<file path="src/rtl/unidade_controle.sv">
// -----------------------------------------------------------------------------
// unidade_controle
//
// Multicycle control unit for the 16-bit bus-based processor. A 2-bit step
// counter (T0..T3) sequences each instruction held in the IR. Every output is
// combinational from the step, the IR, run and g_nz, and the datapath latches
// on the falling edge, so enables and selects settle for half a period before
// use. At most one source drives the shared bus in any cycle, and exactly one
// drives it whenever any register loads.
//
// Ports:
//   clock    rising-edge clock for the step counter
//   reset    synchronous, active-high; forces all outputs low, returns to T0
//   run      start request, only looked at in T0
//   ir       instruction: opcode ir[15:12], rx ir[11:9], ry ir[8:6]
//   g_nz     G register is non-zero (condition for mvnz)
//   ir_in    IR write enable
//   r_in     one-hot write enables for R0..R7
//   r_out    one-hot bus selects for R0..R7
//   g_out    bus select for G
//   din_out  bus select for external DIN
//   a_in     A write enable
//   g_in     G write enable
//   alu_op   00 add, 01 sub, 10 and, 11 slt
//   addr_in  ADDR write enable
//   dout_in  DOUT write enable
//   w_d      memory write strobe
//   done     last step of the current instruction
// -----------------------------------------------------------------------------
module unidade_controle (
    input  logic        clock,
    input  logic        reset,
    input  logic        run,
    input  logic [15:0] ir,
    input  logic        g_nz,
    output logic        ir_in,
    output logic [7:0]  r_in,
    output logic [7:0]  r_out,
    output logic        g_out,
    output logic        din_out,
    output logic        a_in,
    output logic        g_in,
    output logic [1:0]  alu_op,
    output logic        addr_in,
    output logic        dout_in,
    output logic        w_d,
    output logic        done
);

    typedef enum logic [1:0] {
        T0 = 2'd0,
        T1 = 2'd1,
        T2 = 2'd2,
        T3 = 2'd3
    } step_t;

    localparam logic [3:0] OP_MV   = 4'h0;
    localparam logic [3:0] OP_MVI  = 4'h1;
    localparam logic [3:0] OP_ADD  = 4'h2;
    localparam logic [3:0] OP_SUB  = 4'h3;
    localparam logic [3:0] OP_AND  = 4'h4;
    localparam logic [3:0] OP_SLT  = 4'h5;
    localparam logic [3:0] OP_LD   = 4'h6;
    localparam logic [3:0] OP_ST   = 4'h7;
    localparam logic [3:0] OP_MVNZ = 4'h8;

    step_t      step;
    step_t      next_step;

    logic [3:0] opcode;
    logic [2:0] rx;
    logic [2:0] ry;
    logic [7:0] sel_rx;
    logic [7:0] sel_ry;
    logic [3:0] alu_sel;
    logic       is_alu;

    assign opcode  = ir[15:12];
    assign rx      = ir[11:9];
    assign ry      = ir[8:6];
    assign sel_rx  = 8'd1 << rx;
    assign sel_ry  = 8'd1 << ry;
    // ALU opcodes 0010..0101 map onto alu_op 00..11.
    assign alu_sel = opcode - 4'd2;
    assign is_alu  = (opcode == OP_ADD) || (opcode == OP_SUB) ||
                     (opcode == OP_AND) || (opcode == OP_SLT);

    // NOTE: sequential state is updated with non-blocking assignments so every
    // flop samples the pre-edge values of its inputs.
    always_ff @(posedge clock) begin
        if (reset) begin
            step <= T0;
        end else begin
            step <= next_step;
        end
    end

    always_comb begin
        // NOTE: every output and next_step gets a default first, so no path
        // through the case statements can leave one unassigned (no latches).
        next_step = step;
        ir_in     = 1'b0;
        r_in      = '0;
        r_out     = '0;
        g_out     = 1'b0;
        din_out   = 1'b0;
        a_in      = 1'b0;
        g_in      = 1'b0;
        alu_op    = 2'b00;
        addr_in   = 1'b0;
        dout_in   = 1'b0;
        w_d       = 1'b0;
        done      = 1'b0;

        // Reset masks every output in the same cycle, so an aborted
        // instruction cannot leave a final write pulse behind.
        if (!reset) begin
            unique case (step)
                T0: begin
                    ir_in = run;
                    if (run) begin
                        next_step = T1;
                    end
                end

                T1: begin
                    next_step = T2;
                    if (opcode == OP_MV) begin
                        r_out = sel_ry;
                        r_in  = sel_rx;
                        done  = 1'b1;
                    end else if (opcode == OP_MVI) begin
                        din_out = 1'b1;
                        r_in    = sel_rx;
                        done    = 1'b1;
                    end else if (is_alu) begin
                        r_out = sel_rx;
                        a_in  = 1'b1;
                    end else if (opcode == OP_LD || opcode == OP_ST) begin
                        r_out   = sel_ry;
                        addr_in = 1'b1;
                    end else if (opcode == OP_MVNZ) begin
                        done = 1'b1;
                        if (g_nz) begin
                            r_out = sel_ry;
                            r_in  = sel_rx;
                        end
                    end else begin
                        done = 1'b1;
                    end
                end

                T2: begin
                    next_step = T3;
                    if (is_alu) begin
                        r_out  = sel_ry;
                        g_in   = 1'b1;
                        alu_op = alu_sel[1:0];
                    end else if (opcode == OP_ST) begin
                        r_out   = sel_rx;
                        dout_in = 1'b1;
                        w_d     = 1'b1;
                        done    = 1'b1;
                    end else if (opcode != OP_LD) begin
                        // Not reachable for a stable IR; recover to T0.
                        next_step = T0;
                    end
                end

                T3: begin
                    next_step = T0;
                    if (is_alu) begin
                        g_out = 1'b1;
                        r_in  = sel_rx;
                        done  = 1'b1;
                    end else if (opcode == OP_LD) begin
                        din_out = 1'b1;
                        r_in    = sel_rx;
                        done    = 1'b1;
                    end
                end
            endcase

            if (done) begin
                next_step = T0;
            end
        end
    end

endmodule

</file>
<file path="config.mk">
export PLATFORM = sky130hd
export DESIGN_NAME = unidade_controle
export DESIGN_NICKNAME = d
export VERILOG_FILES = /design/src/rtl/unidade_controle.sv
export SDC_FILE = /design/constraint.sdc
export NUM_CORES = 1
export LEC_CHECK = 0
export ABC_CLOCK_PERIOD_IN_PS = 3800
export CAP_MARGIN = 20
export CORE_MARGIN = 1
export CORE_UTILIZATION = 42
export CTS_BUF_LIST = sky130_fd_sc_hd__clkbuf_8
export DETAILED_ROUTE_END_ITERATION = 12
export GPL_ROUTABILITY_DRIVEN = 0
export PLACE_DENSITY_LB_ADDON = 0.2
export SETUP_SLACK_MARGIN = 0.2
export SYNTH_ARGS = -nofsm -noshare
export SYNTH_HDL_FRONTEND = slang
export SYNTH_SLANG_ARGS = --single-unit
</file>
<file path="constraint.sdc">
create_clock -name clock -period 3.8 [get_ports clock]
set_input_delay 0.76 -clock clock [delete_from_list [all_inputs] [get_ports clock]]
set_output_delay 0.76 -clock clock [all_outputs]
set_load 0.01 [all_outputs]
</file>
# Word level (Yosys, flattened, before mapping)
# Cells that the tools add are included.
# op_classes
shift	2
n_reduce_logical	7
mux	63
div	0
bitwise	0
magnitude_cmp	0
eq_ne	13
n_mul	0
n_addsub	1
# op_table
cell	count
$mux W8	18
$mux W1	33
$pmux W8 S2	2
$eq A4 B3 Y1 const B	4
$shl A1 B3 Y8 const A	2
$mux W2	7
$eq A4 B2 Y1 const B	2
$pmux W2 S4	1
$eq A2 B2 Y1 const B	2
$eq A4 B1 Y1 const B	1
$eq A4 B4 Y1 const B	1
$logic_not A4 Y1	1
$logic_or A1 B1 Y1	4
$ne A4 B3 Y1 const B	1
$pmux W1 S3	1
$eq A2 B1 Y1 const B	1
$logic_not A2 Y1	1
$ne A2 B2 Y1 const B	1
$pmux W1 S2	1
$reduce_or A2 Y1	1
$sub A2 B2 Y2 const B	1
# totals
latch_bits	0
ff_bits	2
rom_bits	0
wordCells	87
ram_bits	0
out_inout_bits	27
mem_count	0

# Longest topological paths before layout
# logic_depth
ltp_word	10
mapped_depth	6

# Worst setup path before layout
# Ideal clock, no wire load.
# synth_path
path_kind	in2out
from	input ir[14]
to	output r_in[0]
t_arrival_ps	1773
t_required_ps	3040
setup_slack_ps	1267
path_stages	5
cell_sequence	buf_4 -> nor2_2 -> nand4bb_1 -> a21o_1 -> nor4_1
# synth_between
elab_chain_len	9
# synth_rtl
element	line_no	rtl
start, declared	34	input logic [15:0] ir,
$eq A4 B2 Y1	85	assign is_alu = (opcode == OP_ADD) || (opcode == OP_SUB) ||
$logic_or A1 B1 Y1 (2 in a row)	85	
$logic_or A1 B1 Y1	86	(opcode == OP_AND) || (opcode == OP_SLT);
$mux W8	136	end else if (is_alu) begin
$mux W8	132	end else if (opcode == OP_MVI) begin
$mux W8	128	if (opcode == OP_MV) begin
$pmux W8 S2 *	118	unique case (step)
$mux W8 *	117	if (!reset) begin
end, declared	37	output logic [7:0] r_in,
# Every way passes the cells marked *; elsewhere a longest branch is shown, timed or not.

# Final worst setup path
# layout_path
from	input ir[13]
to	output r_out[0]
# layout_between
elab_chain_len	9
# layout_rtl
element	line_no	rtl
$eq A4 B2 Y1	85	
$logic_or A1 B1 Y1 (2 in a row)	85	
$logic_or A1 B1 Y1	86	
$mux W8	136	
$mux W8	132	
$mux W8	128	
$pmux W8 S2 *	118	
$mux W8 *	117	
end, declared	38	output logic [7:0] r_out,
# Marked as above.

==> key figures <==
Timing
  – Worst slew pin tran: 384 ps
  – Max-slew violations: 0
  – WHS: 513 ps
  – Crit path time final: 3560 ps
  – Endpoints failing hold: 0
  – Setup-failing EPs final: 0
  – Fmax achieved: 0.281 GHz
  – Setup TNS: 0 ps
  – Final period util: 0.937
  – RSZ-0062 raised after global routing: yes
  – Worst slew margin: 0.744
  – Clock Skew: 0.773 ps

Final layout
  – Final instance area: 1330 um2
  – Non-filler instance count after layout: 187
  – Fill cell count: 155
  – P&R area growth vs syn: 63.9%
  – Diodes inserted: 0
  – Flip-flop count of the largest register, all copies and words added: 2
  – Fraction of layout cells with a size suffix above 1: 0.130
  – Most flops, register: step
  – Biggest regs: step: 2 flops
  – Nets@finish: 189

Worst setup path
  – R2R cell count: 6
  – Max FO, Critical Path: 9
  – Critical path type: input port to output pin
  – Worst R2R Start: step[0]
  – Setup crit start kind: input port
  – Crit path max-delay cell type: clkdlybuf4s50_1
  – Cell chain of the critical path: clkdlybuf4s50_1, buf_4, o41ai_2, nand3b_1, o221ai_1, clkdlybuf4s50_1
  – Critical path arrival: 2800 ps
  – CP dominant cell by count: clkdlybuf4s50_1
  – CP required: 3040 ps
  – Flop-to-flop setup slack: 2210 ps
  – Reg2reg end: step[1]
  – Worst setup EP type: output pin
  – Slowest stage delay, CP: 570 ps

Clock tree
  – TritonCTS clock tree: yes
  – Setup bufs post-CTS: 0
  – Clock latency on the worst-skew pair: 210 ps
  – Root buf cell: clkbuf_8
  – Clock tree buffer depth: 2
  – Clock-pin slew on the worst setup and hold paths: 30 ps
  – Num CTS Buffers: 3
  – Hold buffers post-CTS: 0
  – Clk sinks: 2
  – H-tree Lvls: 1

Drt
  – M1 wire length: 1100 um
  – Antenna-violating nets left: 0
  – Via count: 1139
  – Detailed Routing Iterations Pass 1: 5
  – DRC Markers: 0
  – DRT iter0 DRCs: 45
  – Max layer used: met4
  – Via density per instance: 6.09
  – Met3 wire len: 218 um
  – Routed WL per cell: 14.5 um
  – Detailed Route WL: 2710 um
  – Met2 WL: 1350 um

Global route
  – GRT Residual Overflow: 0
  – Largest net degree at the start of global routing: 14
  – Global Route Usage Sum: 0.249
  – Global-route wire length before repair: 3960 um
  – Vias in the first global route: 943
  – Initial antenna violation count: 0

Yosys
  – Post-synth EDFFs: 0
  – Synth Register Bits: 2
  – Post-Syn Nets: 144
  – Post-synth ARST share: 0
  – Ys flop type: dfxtp_1
  – Post-synth top area share: 0.0863
  – Seq/Total Area, Yosys: 0.0493
  – Most frequent cells after synthesis: nand2_1 (11), nand3_1 (11), nor2_1 (11)
  – Synth area leaders: o221ai_1 (8.6%), ha_1 (7.7%), nand3_1 (6.8%), nand2_1 (5.1%), nor2_1 (5.1%)
  – Synthesized area per cell: 6.82 um2
  – Synthesized area: 812 um2
  – Synth unique cells: 39
  – Synth Warn #: 0
  – Synth area leader: o221ai_1
  – Synth Instances: 119

Worst hold path
  – Worst Hold Depth: 2
  – Hold Path Sink: step[1]
  – Hold WC Path Type: flop to flop
  – Hold path start: step[1]

Place
  – I/O Buffers: 40
  – Dpl hpwl: 2060 um
  – Dpl cells: 184
  – Placed Area: 1250 um2

Power and ir drop
  – Leak pwr: 0.000549 uW
  – PwrDens: 197 nW/um2
  – Max rail drop VDD: 0.312 mV

Floorplanning
  – Die area: 2110 um2
  – Starting Density: 0.460
  – Site Rows: 15
  – Die Wd: 46.0 um
  – Die Ht: 46.0 um
  – Total I/O pin count: 47
  – Core ar.: 1760 um2

Run status
  – Status: completed

Run
  – Max-cap violations: 0
[per-layer routing]
metal / up-vias / track usage
met5: - / 0
met4: 0 / 0.0765
met3: 6 / 0.00397
met2: 55 / 0.417
met1: 536 / 0.343
li1: 542 / -
[worst max-delay path: cells and delay by family]
kind / cells / cell delay, ps
and+or+nand+nor: 1 / 260
AOI/OAI and AO/OA: 2 / 630
buffers and inverters: 3 / 1140
[layout by cell type (no fill, tap or decap), types with 4 or more instances in the layout]
master / synthesis / layout
nand3_1: 11 / 11
dlymetal6s2s_1: 0 / 6
nor3_1: 6 / 6
nand2b_1: 4 / 4
nor2b_1: 5 / 4
ha_1: 5 / 5
inv_1: 5 / 5
nor2_1: 11 / 11
o221ai_1: 8 / 8
and2_1: 4 / 4
buf_4: 3 / 7
nand2_1: 11 / 11
clkdlybuf4s50_1: 0 / 33
[area by class of cell]
class / count / area (um2) / share of cell area
clock buffer: 3 / 41.3 / 0.0310
inverter: 5 / 18.8 / 0.0141
multi-input combinational: 105 / 733 / 0.551
sequential: 2 / 40.0 / 0.0301
tap: 25 / 31.3 / 0.0235
timing repair buffer: 47 / 467 / 0.351
[cells by family (layout without fill, tap and decap cells)]
group,after synthesis,count (layout),share of synthesized area
XOR/XNOR,1,1,0.0339
AND/OR/NAND/NOR,73,73,0.513
AO/OA/AOI/OAI,26,26,0.248
flip-flops,2,2,0.0493
adder cells (fa/ha/maj),5,5,0.0770
buffers and inverters,12,55,0.0786
[where the power goes]
part	switching (uW)	internal, uW
Combinational	86.2	61.6
Sequential	6.00	26.5
Clock	15.5	66.9
Total	108	155
[how the worst max path moves through the flow]
stage	start	to	slack, ps	cells after the start
finish	ir[13]	r_out[0]	240	6
detailed placement	ir[14]	r_in[2]	150	7
CTS	ir[15]	r_out[6]	210	6
floorplan	ir[14]	r_in[0]	1270	5
global placement	ir[14]	done	150	6
global route	ir[13]	r_in[0]	160	7
[stage by stage]
| stage | utilization | worst slack [ps] | power [uW] |
|---|---|---|---|
| after floorplan | - | 1270 | 121 |
| after CTS | 0.735 | 213 | 260 |
| after detailed placement | 0.709 | 149 | 172 |
| final | 0.755 | 238 | 263 |
| after global placement | 0.709 | 149 | 171 |
| after global routing | 0.755 | 163 | 279 |
[what timing repair did]
item                       4_1_cts  5_1_grt
gates cloned                     0        0
gates resized for setup          2       10
setup endpoints to repair        6       12
pin swaps                        0        2
Power figures use the tool's default switching activity.
